**src/rtl/mem_arbiter.sv**
```systemverilog
// Two-to-one arbiter: serialises MIPS fetch and load/store channels onto one memory bus.
// Define MEM_ARB_RR_EN for round-robin arbitration; otherwise data has fixed priority over fetch.
module mem_arbiter (
  input  logic        clk,
  input  logic        rst,
  input  logic        inst_req_valid,
  input  logic [31:0] inst_addr,
  output logic        inst_req_ready,
  output logic        inst_valid,
  input  logic        inst_ready,
  output logic [31:0] inst_data,
  input  logic        d_read,
  input  logic        d_write,
  input  logic [31:0] d_addr,
  input  logic [31:0] d_wdata,
  input  logic [3:0]  d_wstrb,
  output logic        d_req_ready,
  output logic        d_rdata_valid,
  input  logic        d_rdata_ready,
  output logic [31:0] d_rdata,
  output logic        m_req_valid,
  input  logic        m_req_ready,
  output logic [31:0] m_addr,
  output logic        m_we,
  output logic [31:0] m_wdata,
  output logic [3:0]  m_wstrb,
  input  logic        m_resp_valid,
  output logic        m_resp_ready,
  input  logic [31:0] m_resp_data
);

  typedef enum logic [1:0] {IDLE, MREQ, MRESP, RET} state_e;
  typedef enum logic {SRC_INST, SRC_DATA} src_e;

  state_e      state_q, state_d;
  src_e        src_q, src_d;
  logic [31:0] addr_q, addr_d;
  logic        we_q, we_d;
  logic [31:0] wdata_q, wdata_d;
  logic [3:0]  wstrb_q, wstrb_d;
  logic [31:0] inst_data_q, inst_data_d;
  logic [31:0] d_rdata_q, d_rdata_d;

  logic d_any;
  logic grant_data;
  logic accept;

  assign d_any = d_read | d_write;

`ifdef MEM_ARB_RR_EN
  src_e last_grant_q, last_grant_d;

  // On contention, the channel not granted last time wins.
  always_comb begin
    if (d_any && inst_req_valid) grant_data = (last_grant_q == SRC_INST);
    else                         grant_data = d_any;
  end

  always_comb begin
    last_grant_d = last_grant_q;
    if (accept) last_grant_d = grant_data ? SRC_DATA : SRC_INST;
  end

  always_ff @(posedge clk) begin
    if (rst) last_grant_q <= SRC_DATA;
    else     last_grant_q <= last_grant_d;
  end
`else
  assign grant_data = d_any;
`endif

  always_comb begin
    state_d        = state_q;
    src_d          = src_q;
    addr_d         = addr_q;
    we_d           = we_q;
    wdata_d        = wdata_q;
    wstrb_d        = wstrb_q;
    inst_data_d    = inst_data_q;
    d_rdata_d      = d_rdata_q;
    inst_req_ready = 1'b0;
    d_req_ready    = 1'b0;
    accept         = 1'b0;

    unique case (state_q)
      IDLE: begin
        if (!rst && (d_any || inst_req_valid)) begin
          accept  = 1'b1;
          state_d = MREQ;
          if (grant_data) begin
            d_req_ready = 1'b1;
            src_d       = SRC_DATA;
            addr_d      = d_addr;
            // A simultaneous read and write collapses to the write alone.
            we_d        = d_write;
            wdata_d     = d_write ? d_wdata : '0;
            wstrb_d     = d_write ? d_wstrb : '0;
          end else begin
            inst_req_ready = 1'b1;
            src_d          = SRC_INST;
            addr_d         = inst_addr;
            we_d           = 1'b0;
            wdata_d        = '0;
            wstrb_d        = '0;
          end
        end
      end
      MREQ: begin
        if (m_req_ready) state_d = we_q ? IDLE : MRESP;
      end
      MRESP: begin
        if (m_resp_valid) begin
          state_d = RET;
          if (src_q == SRC_INST) inst_data_d = m_resp_data;
          else                   d_rdata_d   = m_resp_data;
        end
      end
      RET: begin
        if ((src_q == SRC_INST) ? inst_ready : d_rdata_ready) state_d = IDLE;
      end
      default: state_d = IDLE;
    endcase
  end

  always_ff @(posedge clk) begin
    if (rst) begin
      state_q     <= IDLE;
      src_q       <= SRC_INST;
      addr_q      <= '0;
      we_q        <= 1'b0;
      wdata_q     <= '0;
      wstrb_q     <= '0;
      inst_data_q <= '0;
      d_rdata_q   <= '0;
    end else begin
      state_q     <= state_d;
      src_q       <= src_d;
      addr_q      <= addr_d;
      we_q        <= we_d;
      wdata_q     <= wdata_d;
      wstrb_q     <= wstrb_d;
      inst_data_q <= inst_data_d;
      d_rdata_q   <= d_rdata_d;
    end
  end

  assign m_req_valid   = (state_q == MREQ);
  assign m_resp_ready  = (state_q == MRESP);
  assign m_addr        = addr_q;
  assign m_we          = we_q;
  assign m_wdata       = wdata_q;
  assign m_wstrb       = wstrb_q;
  assign inst_valid    = (state_q == RET) && (src_q == SRC_INST);
  assign d_rdata_valid = (state_q == RET) && (src_q == SRC_DATA);
  assign inst_data     = inst_data_q;
  assign d_rdata       = d_rdata_q;

endmodule

```
**config.mk**
```make
export PLATFORM = sky130hd
export DESIGN_NAME = mem_arbiter
export DESIGN_NICKNAME = d
export VERILOG_FILES = /design/src/rtl/mem_arbiter.sv
export SDC_FILE = /design/constraint.sdc
export NUM_CORES = 1
export LEC_CHECK = 0
export CAP_MARGIN = 20
export CORE_UTILIZATION = 40
export CTS_BUF_LIST = sky130_fd_sc_hd__clkbuf_4
export CTS_CLUSTER_SIZE = 20
export DETAILED_ROUTE_END_ITERATION = 8
export PLACE_DENSITY = 0.81
export SYNTH_ARGS = -nofsm -noshare
export SYNTH_HDL_FRONTEND = slang
export SYNTH_SLANG_ARGS = --single-unit
```
**constraint.sdc**
```tcl
create_clock -name clk -period 2.5 [get_ports clk]
set_input_delay 0.75 -clock clk [delete_from_list [all_inputs] [get_ports clk]]
set_output_delay 0.75 -clock clk [all_outputs]
set_load 0.01 [all_outputs]
```
* Word level (Yosys, flattened, before mapping)
Index checks and enable logic that the tools add are counted.
** Storage, ports and cells
- Output and inout port bits :: 139
- Input bits :: 141
- Word-level logic and storage cells :: 46
- Bits in registers :: 136
** Operators by class
- Muxes and demuxes :: 19
- Reductions and logical operators :: 10
- Bitwise logic cells :: 2
- Equality and inequality tests :: 7
** Operators by type and width (count)
- two-way mux 32 bit :: 3
- two-way mux 2 bit :: 5
- two-way mux 1 bit :: 8
- two-way mux 4 bit :: 2
- case mux 2 bit (4 select lines) :: 1
- != test 2 bit, second input constant :: 3
- AND reduction 3 bit :: 2
- == test 2 bit, second input constant :: 2
- AND reduction 4 bit :: 1
- logical AND 1 bit :: 3
- == test 2 x 1 -> 1 bit, second input constant :: 1
- zero test 2 bit :: 1
- != test 2 x 1 -> 1 bit, second input constant :: 1
- AND reduction 2 bit :: 1
- zero test 1 bit :: 1
- logical OR 1 bit :: 1
- inverter 1 bit :: 1
- OR 1 bit :: 1

* Longest topological paths before layout
Gate-level depths: netlist of run 1.
- Depth in word-level cells :: 5
- Depth in mapped cells :: 7

* Least setup slack after synthesis of run 1
OpenSTA, ideal clock, no wires.
- Path type :: input-to-output
- From :: input port d_write
- To :: output port d_req_ready
- Setup slack :: -50 ps
- Stages on the path :: 5
- Required time :: 1750 ps
- Arrival time :: 1800 ps
- Path through :: buf_2 -> nor3_4 -> or4_4 -> clkbuf_1 -> nor2_1
** Between the ends
- Longest elaborated chain between the ends :: 5
- Elaborated cells on any way between the ends :: 6
- Those cells by class :: 3 x mux; 1 x bitwise; 2 x reduce/logical
** RTL lines
- start: declaration :: line 13 : input logic d_write,
- OR 1 bit * :: line 48 : assign d_any = d_read | d_write;
- logical OR 1 bit :: line 87 : if (!rst && (d_any || inst_req_valid)) begin
- logical AND 1 bit :: line 87
- two-way mux 1 bit * :: line 87
- two-way mux 1 bit * :: line 85 : unique case (state_q)
- end: declaration :: line 17 : output logic d_req_ready,
Mark *: on every way between the ends. The rest lies on a longest branch, timed or not.

* Final worst setup path of run 1
- From :: input port d_write
- To :: output port inst_req_ready
** Between the ends
- Longest elaborated chain between the ends :: 5
- Elaborated cells on any way between the ends :: 6
- Those cells by class :: 3 x mux; 1 x bitwise; 2 x reduce/logical
** RTL lines
- OR 1 bit * :: line 48
- logical OR 1 bit :: line 87
- logical AND 1 bit :: line 87
- two-way mux 1 bit * :: line 87
- two-way mux 1 bit * :: line 85
- end: declaration :: line 8 : output logic inst_req_ready,
Marks and branches as above.

==> flow_summary.rst, run 1 <==
.. list-table::
   :header-rows: 1

   * - Metric
     - Value
   * - Avg Cell Area, Syn
     - 8.04 um2
   * - Fmax
     - 0.393 GHz
   * - CP Capture Type
     - primary output
   * - Routed WL
     - 17.0 mm
   * - Type of the setup path with the least slack
     - in -> out
   * - Delay contributed by the slowest stage of the critical path
     - 0.53 ns
   * - Worst vdd ir
     - 0.412 mV
   * - Cell chain of the critical path
     - buf_2 -> nor3_4 -> or4_4 -> nor3_4 -> buf_6
   * - Wire length per cell after detailed routing
     - 15.4 um
   * - Setup Viol. Count Final
     - 1
   * - Hpwl dp
     - 12.0 mm
   * - Total clock buffers created by CTS
     - 17
   * - Global-route total usage across every layer
     - 0.249
   * - CTS Hold Buffers Added
     - 0
   * - Number of nets still failing antenna checks after routing
     - 0
   * - Metal3 WL
     - 1.38 mm
   * - Final period utilization
     - 1.02
   * - Total via count in the routed design
     - 5510
   * - Top cell by count, worst path
     - nor3_4
   * - Initial antenna violation count
     - 1
   * - Leakage power
     - 2.92 nW
   * - Final weighted congestion in routability-driven placement
     - 0.824
   * - Result of the run
     - finished with violations
   * - Sort of element at the start of the critical path
     - primary input
   * - Required time worst endpoint
     - 1.75 ns
   * - Layout overhead on the synthesized area
     - 60.4%
   * - CTS sink count
     - 136
   * - Cell row count
     - 41
   * - Worst Setup Slack, final
     - -0.0446 ns
   * - Final worst clock skew
     - 0.0212 ns
   * - Most common flop cell mapped by yosys
     - dfxtp_1
   * - Final Util
     - 0.666
   * - Distinct cell type count of the synthesized netlist
     - 31
   * - Max H-tree Level
     - 4
   * - Failing checks
     - negative setup slack
   * - Pin count of the biggest net entering global routing
     - 87
   * - Count of state elements after synthesis
     - 136
   * - NumNets Final
     - 1060
   * - Worst Path Buf+Inv
     - 2
   * - Instance count of the mapped netlist
     - 660
   * - Proportion of synthesized chip area in sequential cells
     - 0.513
   * - Number of synthesized flops with an enable pin
     - 0
   * - Clock period minus final worst setup slack
     - 2.54 ns
   * - Share of final-layout standard cells stronger than drive strength 1
     - 0.0806
   * - Post-synthesis net count
     - 801
   * - Post-synthesis async set-or-reset flop share
     - 0
   * - Slack of the worst reg-to-reg path
     - 0.83 ns
   * - I/O pin count
     - 280
   * - Mapped Area
     - 0.00531 mm2
   * - GR Overflow Total
     - 0
   * - Max-slew violations
     - 0
   * - Clock root buffer master
     - clkbuf_4
   * - Global-route wire length before repair
     - 25.6 mm
   * - Number of global-route vias before repair
     - 5153
   * - Routed met1 length
     - 6.31 mm
   * - Final-layout setup total negative slack
     - -0.0446 ns
   * - Worst Tran Pin Value
     - 0.898 ns
   * - YS warnings
     - 0
   * - Starting density of the core
     - 0.415
   * - Chip Width
     - 117 um
   * - Clock tree buffer depth
     - 2
   * - Critical path's slowest cell
     - or4_4
   * - Hold violation total from the final report
     - 0
   * - Skew-Pair Late Insertion Delay
     - 0.54 ns
   * - Most frequent cells in the layout
     - clkdlybuf4s50_1, nand2_1, dfxtp_1, a21oi_1, nor2_1
   * - Ratio of total power to cell area
     - 685 mW/mm2
   * - IO Port Bufs
     - 279
   * - Vias per cell
     - 4.99
   * - Max-cap violations
     - 0
   * - Detailed-router iteration count before antenna repair
     - 4
   * - Die Y
     - 117 um
   * - Most common cell after layout, fill and taps aside
     - clkdlybuf4s50_1
   * - Die ar.
     - 0.0137 mm2
   * - Setup repair after global routing missed its margin
     - true
   * - Critical path peak fanout
     - 4
   * - CORE AREA
     - 0.0128 mm2
   * - Worst relative slew slack
     - 0.401
   * - DRC Markers
     - 0
   * - Worst-path clk slew
     - 0.11 ns
   * - Worst hold path type
     - reg -> reg
   * - Final standard cell area without fillers
     - 0.00851 mm2
   * - Highest metal layer used by the detailed router
     - met4
   * - Cell Area, Placed
     - 0.00826 mm2
   * - Clock tree from TritonCTS
     - yes
   * - Arr. time, crit path
     - 1.79 ns
   * - Kind of cell adding the most delay to the critical path
     - simple AND/OR/NAND/NOR gates
   * - DRT iter0 DRCs
     - 367
   * - Routed length on met2
     - 8.84 mm
   * - Buffers inserted by post-CTS timing repair
     - 0
## final cells by class
| class | instances | area [um2] |
|---|---|---|
| timing repair buffer | 301 | 3010 |
| clock inverter | 11 | 108 |
| sequential | 136 | 2720 |
| antenna | 1 | 2.50 |
| tap | 172 | 215 |
| fill | 1072 | 4260 |
| clock buffer | 20 | 150 |
| multi-input combinational | 463 | 2300 |
## worst register-to-register path, stage by stage, from the launching register on
cell and delay (ns):
dfxtp_2 0.34, buf_4 0.17, nor4_4 0.37, buf_4 0.23, buf_12 0.14, nor2_1 0.06
a311oi_1 0.27
## report_power, final
| group | internal (W) | switching, W |
|---|---|---|
| logic | 0.000996 | 0.000910 |
| clock network | 0.000605 | 0.000770 |
| registers | 0.00242 | 0.000132 |
## state kept, by name (all words and copies together) (netlist names), named ones only
signal     flops
d_rdata       32
m_wstrb        4
m_addr        32
inst_data     32
m_we           1
src_q          1
state_q        1
m_wdata       32
## synthesized netlist by cell type (all sizes together) (2+ instances only)
cell,instances,share of area
buf,33,0.037
mux2,2,0.0050
nor3,3,0.0059
a311oi,32,0.062
nand2,199,0.14
nor2,39,0.028
nand2b,2,0.0024
nor2b,4,0.0047
o21ai,33,0.031
dfxtp,136,0.51
a21oi,102,0.096
nand3,36,0.034
clkbuf,28,0.020
## final timing paths
check                        end        from  depth (start not counted)
hold / removal        m_wdata[3]  m_wdata[3]                          2
setup / recovery  inst_req_ready     d_write                          5
setup reg to reg      m_addr[16]   flip-flop                          6
hold reg to reg       m_wdata[3]  m_wdata[3]                          2
## cells by family after synthesis
| group | after synthesis | share of synthesized area |
|---|---|---|
| DFF | 136 | 0.513 |
| buffers and inverters | 61 | 0.0568 |
| AOI/OAI and AO/OA | 170 | 0.194 |
| and+or+nand+nor | 291 | 0.231 |
| muxes | 2 | 0.00495 |
## per-stage QoR
stage / hold WS, ns / setup slack (ns) / total power [W] / std cells
after floorplan: 0.476 / 0.0202 / 0.00354 / 660
after global placement: 0.437 / -0.817 / 0.00449 / 1072
after detailed placement: 0.444 / -0.827 / 0.00452 / 1072
after CTS: 0.459 / -0.159 / 0.00589 / 1103
after global routing: 0.479 / -0.101 / 0.00616 / 1104
final: 0.454 / -0.0446 / 0.00583 / 1104
## layer usage
metal  up-vias  GRT usage
met1      2513      0.257
met5         -          0
met3        30     0.0927
met4         0      0.119
li1       2752          -
met2       215      0.447
## what timing repair did
| action | in CTS | in global routing |
|---|---|---|
| gates cloned | 0 | 0 |
| endpoints found under the setup margin | 6 | 2 |
| pin swaps | 3 | 3 |
| gates resized for setup | 26 | 0 |
Note: power is estimated with default switching activity, not from simulation.
==> inputs of run 2 (changes only) <==
- SLEW_MARGIN: default -> 25
==> results of run 2 <==
The final DEF is identical to that of run 1; final timing and power are the same.
